`src/rtl/mux8lut_outreg_pkg.sv`:
```
// ============================================================================
// mux8lut_outreg_pkg : lane modes, lane count and config-bit layout for the
//                      MUX8LUT output register stage.       Rev 1.0
// ============================================================================
`default_nettype none

package mux8lut_outreg_pkg;

   localparam logic [1:0] MODE_BYPASS = 2'b00;
   localparam logic [1:0] MODE_REG1   = 2'b01;
   localparam logic [1:0] MODE_REG2   = 2'b10;
   localparam logic [1:0] MODE_TOGGLE = 2'b11;

   localparam int NUM_LANES     = 4;
   localparam int CFG_MODE_W    = 2;
   localparam int CFG_SHIFT_BIT = NUM_LANES * CFG_MODE_W;

   function automatic int cfg_mode_lsb(input int lane);
      return lane * CFG_MODE_W;
   endfunction

endpackage

`default_nettype wire

```
`src/rtl/mux8lut_outreg_lane.sv`:
```
// ============================================================================
// mux8lut_outreg_lane : one output lane (s1/s2 flops + output mode select).
// Optional macro: MUX8LUT_OUTREG_SHIFT_EN.                  Rev 1.0
// ============================================================================
`default_nettype none

module mux8lut_outreg_lane
   import mux8lut_outreg_pkg::*;
(
   input  logic       UserCLK,
   input  logic       SR,
   input  logic       EN,
   input  logic       D,
   input  logic [1:0] mode,
`ifdef MUX8LUT_OUTREG_SHIFT_EN
   input  logic       shift_sel,
   input  logic       shift_d,
`endif
   output logic       Q,
   output logic       s1
);

   logic s1_q;
   logic s1_d;
   logic s2_q;
   logic s2_d;

   // Shift path takes precedence over the mode-driven s1 input and kills the toggle XOR.
   always_comb begin
      s1_d = D;
      if (mode == MODE_TOGGLE) begin
         s1_d = s1_q ^ D;
      end
`ifdef MUX8LUT_OUTREG_SHIFT_EN
      if (shift_sel) begin
         s1_d = shift_d;
      end
`endif
      s2_d = s1_q;
   end

   always_ff @(posedge UserCLK) begin
      if (SR) begin
         s1_q <= 1'b0;
         s2_q <= 1'b0;
      end else if (EN) begin
         s1_q <= s1_d;
         s2_q <= s2_d;
      end
   end

   always_comb begin
      Q = D;
      case (mode)
         MODE_BYPASS: Q = D;
         MODE_REG1:   Q = s1_q;
         MODE_REG2:   Q = s2_q;
         MODE_TOGGLE: Q = s1_q;
         default:     Q = D;
      endcase
   end

   assign s1 = s1_q;

endmodule

`default_nettype wire

```
`src/rtl/mux8lut_out_reg.sv`:
```
// ============================================================================
// mux8lut_out_reg : four-lane output register stage behind the MUX8LUT block.
// Optional macro: MUX8LUT_OUTREG_SHIFT_EN (4-bit shift chain). Rev 1.0
// ============================================================================
`default_nettype none

module mux8lut_out_reg
   import mux8lut_outreg_pkg::*;
#(
`ifdef MUX8LUT_OUTREG_SHIFT_EN
   parameter int NoConfigBits = 9
`else
   parameter int NoConfigBits = 8
`endif
)(
   input  logic                    UserCLK,
   input  logic                    SR,
   input  logic                    EN,
   input  logic                    M_AB,
   input  logic                    M_AD,
   input  logic                    M_AH,
   input  logic                    M_EF,
   input  logic                    SHIFT_IN,
   output logic                    Q_AB,
   output logic                    Q_AD,
   output logic                    Q_AH,
   output logic                    Q_EF,
   output logic                    SHIFT_OUT,
   input  logic [NoConfigBits-1:0] ConfigBits
);

   logic [NUM_LANES-1:0] w_d;
   logic [NUM_LANES-1:0] w_q;
   logic [NUM_LANES-1:0] w_s1;

   assign w_d = {M_EF, M_AH, M_AD, M_AB};
   assign {Q_EF, Q_AH, Q_AD, Q_AB} = w_q;

`ifdef MUX8LUT_OUTREG_SHIFT_EN
   logic [NUM_LANES-1:0] w_shift_d;
   logic                 w_shift_sel;

   // Lane 0 is fed from SHIFT_IN; every other lane from its lower neighbour's s1.
   assign w_shift_d   = {w_s1[NUM_LANES-2:0], SHIFT_IN};
   assign w_shift_sel = ConfigBits[CFG_SHIFT_BIT];
   assign SHIFT_OUT   = w_s1[NUM_LANES-1];
`else
   logic unused_shift_path;
   assign unused_shift_path = ^{w_s1, SHIFT_IN};
   assign SHIFT_OUT         = 1'b0;
`endif

   for (genvar n = 0; n < NUM_LANES; n++) begin : g_lane
      mux8lut_outreg_lane u_lane (
         .UserCLK   (UserCLK),
         .SR        (SR),
         .EN        (EN),
         .D         (w_d[n]),
         .mode      (ConfigBits[cfg_mode_lsb(n) +: CFG_MODE_W]),
`ifdef MUX8LUT_OUTREG_SHIFT_EN
         .shift_sel (w_shift_sel),
         .shift_d   (w_shift_d[n]),
`endif
         .Q         (w_q[n]),
         .s1        (w_s1[n])
      );
   end

endmodule

`default_nettype wire

```
`config.mk`:
```
export PLATFORM = sky130hd
export DESIGN_NAME = mux8lut_out_reg
export DESIGN_NICKNAME = d
export VERILOG_FILES = /design/src/rtl/mux8lut_outreg_pkg.sv /design/src/rtl/mux8lut_outreg_lane.sv /design/src/rtl/mux8lut_out_reg.sv
export SDC_FILE = /design/constraint.sdc
export NUM_CORES = 1
export LEC_CHECK = 0
export CAP_MARGIN = 20
export CORE_AREA = 5 5 42 44
export DETAILED_ROUTE_END_ITERATION = 10
export DIE_AREA = 0 0 47 49
export GPL_ROUTABILITY_DRIVEN = 1
export HOLD_SLACK_MARGIN = 0.03
export PLACE_DENSITY = 0.77
export SYNTH_ARGS = -nofsm -noshare
export SYNTH_HDL_FRONTEND = slang
export SYNTH_SLANG_ARGS = --single-unit
```
`constraint.sdc`:
```
create_clock -name UserCLK -period 1.36 [get_ports UserCLK]
set_clock_uncertainty 0.1 [all_clocks]
set_input_delay 0.272 -clock UserCLK [delete_from_list [all_inputs] [get_ports UserCLK]]
set_output_delay 0.272 -clock UserCLK [all_outputs]
set_load 0.05 [all_outputs]
```
==> results.txt <==
----------------------------------------------------
[Worst setup path]
  Required time at the endpoint of the critical path ... ~1 ns
  Critical path class ... input port to output pin
  Startpoint of the lowest-slack register-to-register path ... g_lane[0].u_lane.s1$_SDFFE_PP0P_
  Reg-to-Reg End ... g_lane[0].u_lane.s1$_SDFFE_PP0P_
  Highest-delay cell along the critical path ... clkdlybuf4s15_1
  Kind of launch point of the worst setup path ... input port
  Count of cells along the worst register-to-register path ... 3
  Critical path arrival ... between 0.9 and 1 ns
  Cell chain of the critical path ... clkdlybuf4s15_1 > mux2i_2 > o21ai_2 > buf_12
  Reg-to-reg setup timing slack ... 0.53 ns
  Critical Path Sink Type ... output pin
  Slowest Stage Delay on Critical Path ... roughly 0.21 ns
  Worst-path fanout max ... 2

[Yosys]
  Number of nets produced by synthesis ... 69
  Flip-flop and latch count after synthesis ... 8
  Most area-hungry cell type in the Yosys netlist ... dfxtp_1
  Main combinational cell family by area after synthesis ... simple AND/OR/NAND/NOR gates
  Count of distinct cell types in the synthesized netlist ... 18
  Syn Std Cell Area ... 445 µm²
  Post-Synth XOR/XNOR Area ... 0%
  Mean Syn Cell Area ... 8.40 µm²
  Synthesized-area fraction occupied by ao, oa, aoi and oai cells ... 14.3%
  Count of synthesis-stage warnings from yosys ... 0
  Mux cell area share after synthesis ... 18.0%
  Arithmetic-cell share of the synthesized area counting full adders, half adders and majority gates ... 0%
  Top area cells in the synthesized netlist ... dfxtp_1 (36%), mux2i_1 (18%), nand3_1 (9.0%)
  Sequential cell area fraction in the yosys report ... 36.0%
  Synth Instances ... 53
  Synth Area in Simple Gates ... 24.4%
  Area share of the largest cell type after synthesis ... 36.0%

[Placed design]
  Final weighted congestion in routability-driven placement ... 0.740
  Placed cell areas ... ~770 µm²
  Post-detail-place hpwl ... ~860 µm
  Number of input and output port buffers inserted ... 18

[Drt]
  Remaining number of nets flagged by the antenna check after routing ... 0
  DR vias/cell ... roughly 4.9
  Number of optimization iterations in the first detailed-route pass ... 2
  Drc violations ... 0
  Number of vias in the routed layout ... between 400 and 500
  Overall routed net length ... approximately 1.1 mm
  Violation count after the first detailed-routing iteration ... 1
  Detailed-route wire length per cell ... between 10 and 15 µm

[Clock tree]
  Later-pin clock latency in the skew report ... approximately 0.25 ns
  Clock input transition at the sequential cells of the worst setup and hold paths ... approximately 0.05 ns
  Clock buffer count from CTS ... 3
  Setup Fix Bufs, Post-CTS ... 0
  Count of H-tree levels built during CTS ... 1
  Clock tree from TritonCTS ... done
  Max Buffers Root-to-Sink ... 2
  Clock tree root buffer cell ... clkbuf_4
  Clk sinks ... 8

[Timing]
  Max Transition Viols Final ... 0
  Final hold vios ... 0
  Highest clock frequency the design can meet ... about 740 MHz
  Portion of the clock cycle consumed by the worst path in the final layout ... just under 100%
  Final min period ... around 1.3 ns
  Number of setup violations in the final report ... 0
  RSZ-0062 raised after global routing ... yes

[Global routing]
  Overall overflow remaining after global route ... 0
  Wire length of the first global-routing pass ... between 1.5 and 2 mm
  Largest net degree at the start of global routing ... 10
  Gr usage total ... 10.4%
  Initial antenna violation count ... 0
  Vias in the first global route ... ~420

[Worst hold path]
  Worst min-delay path startpoint ... g_lane[1].u_lane.s2_q$_SDFFE_PP0P_
  Worst-case hold path end point ... g_lane[1].u_lane.s2_q$_SDFFE_PP0P_
  Type of the most critical hold path ... flip-flop to flip-flop
  Instance count along the most critical hold path ... 2

[Run]
  Max-Cap Viols ... 0

[Floorplanning]
  Die Y-Extent ... a little under 50 µm
  Width of the die ... 47 µm
  Site Rows ... 14
  Placeable Area ... 1400 µm²
  Full die area ... 2300 µm²
  Count of boundary I/O pins ... 21
  Initial standard-cell utilization of the core ... a little under a third

[Cells and area]
  Fin nets ... 100
  Growth of design area from synthesis to finish ... 78.1%
  Final core utilization ... a little under three fifths
  Total non-filler cell area in the finished layout ... around 800 µm²
  Antenna cell count ... 0
  Fraction of layout cells with a size suffix above 1 ... between 30% and 40%
  Fill count ... between 100 and 150
  Commonest cells after routing, fill and taps aside ... dlygate4sd2_1 (10), buf_4 (10), nand3_1 (8)

[Pwr]
  Pwr Total ... about 640 µW
  Largest voltage drop on the vdd net ... around 0.52 mV
  Total leakage power ... 0.000358 µW
  PD cells ... 801 nW/µm²

[Outcome]
  Run status ... completed

----------------------------------------------------
==> synthesized netlist by cell type <==
cell type / instances
mux2i_1: 8
dfxtp_1: 8
inv_4: 1
nand2_1: 5
nand4b_1: 1
nand3_1: 8
and3b_1: 3
o21ai_2: 1
a21oi_1: 2
o21ai_0: 4
buf_6: 1
a31oi_1: 1
o21ai_1: 2
buf_4: 1
conb_1: 1
a21oi_2: 1
buf_1: 1
nor2_1: 4
==> per-stage QoR <==
stage                     TNS (ns)  setup slack (ns)  cells  hold WS [ns]
after floorplan                  0             0.158     53         0.332
after global placement       -1.26            -0.243     95         0.381
after detailed placement     -1.47            -0.266     95         0.388
after CTS                  -0.0567           -0.0241     98         0.387
after global routing        -0.148           -0.0487     98         0.399
final                            0            0.0172     98         0.381
==> sequential cells by signal, indices dropped and copies added (netlist names) <==
name	count
g_lane.u_lane.s2_q	4
g_lane.u_lane.s1	4
==> worst max path at each step <==
stage	startpoint	slack [ns]	endpoint
after floorplan	ConfigBits[1]	0.16	Q_AB
after global placement	ConfigBits[7]	-0.24	Q_EF
final	ConfigBits[7]	0.02	Q_EF
after detailed placement	ConfigBits[5]	-0.27	Q_AH
after global routing	g_lane[3].u_lane.s2_q$_SDFFE_PP0P_	-0.05	Q_EF
after CTS	g_lane[0].u_lane.s2_q$_SDFFE_PP0P_	-0.02	Q_AB
==> layout make-up <==
type,instances,area [µm²],share of cell area (%)
clock buffers,3,22.5,2.84
well taps,16,20.0,2.52
multi-input cells,41,275,34.7
repair buffers,29,303,38.2
flip-flops and latches,8,166,21.0
inverters,1,6.26,0.789
==> what timing repair did <==
action	CTS	global route
hold buffers	0	0
endpoints found under the setup margin	4	4
resized for setup	18	2
pin swaps	4	4
==> power breakdown <==
part | leakage, µW | internal, µW | switching, µW | total, µW
Clock | 0.0000138 | 100 | 73.2 | 174
Sequential | 0.0000677 | 247 | 9.32 | 256
Combinational | 0.000277 | 108 | 97.5 | 205
==> kinds of logic after synthesis <==
family / Yosys count
AND/OR/NAND/NOR: 21
AO/OA/AOI/OAI: 11
multiplexers: 8
flip-flops: 8
buffers and inverters: 4
other: 1
==> worst max-delay path: cells and delay by family <==
| kind | cells | cell delay [ns] |
|---|---|---|
| buffers and inverters | 2 | 0.37 |
| multiplexers | 1 | 0.17 |
| AO/OA/AOI/OAI | 1 | 0.16 |
==> per-layer routing <==
metal  routed length (µm)  vias up  GRT usage, %
li1                     -      247             -
met1                  413      222          10.8
met2                  555       16          16.1
met3                  120        0          5.54
met4                    0        0          5.53
met5                    0        -             0
Power figures use the tool's default switching activity.
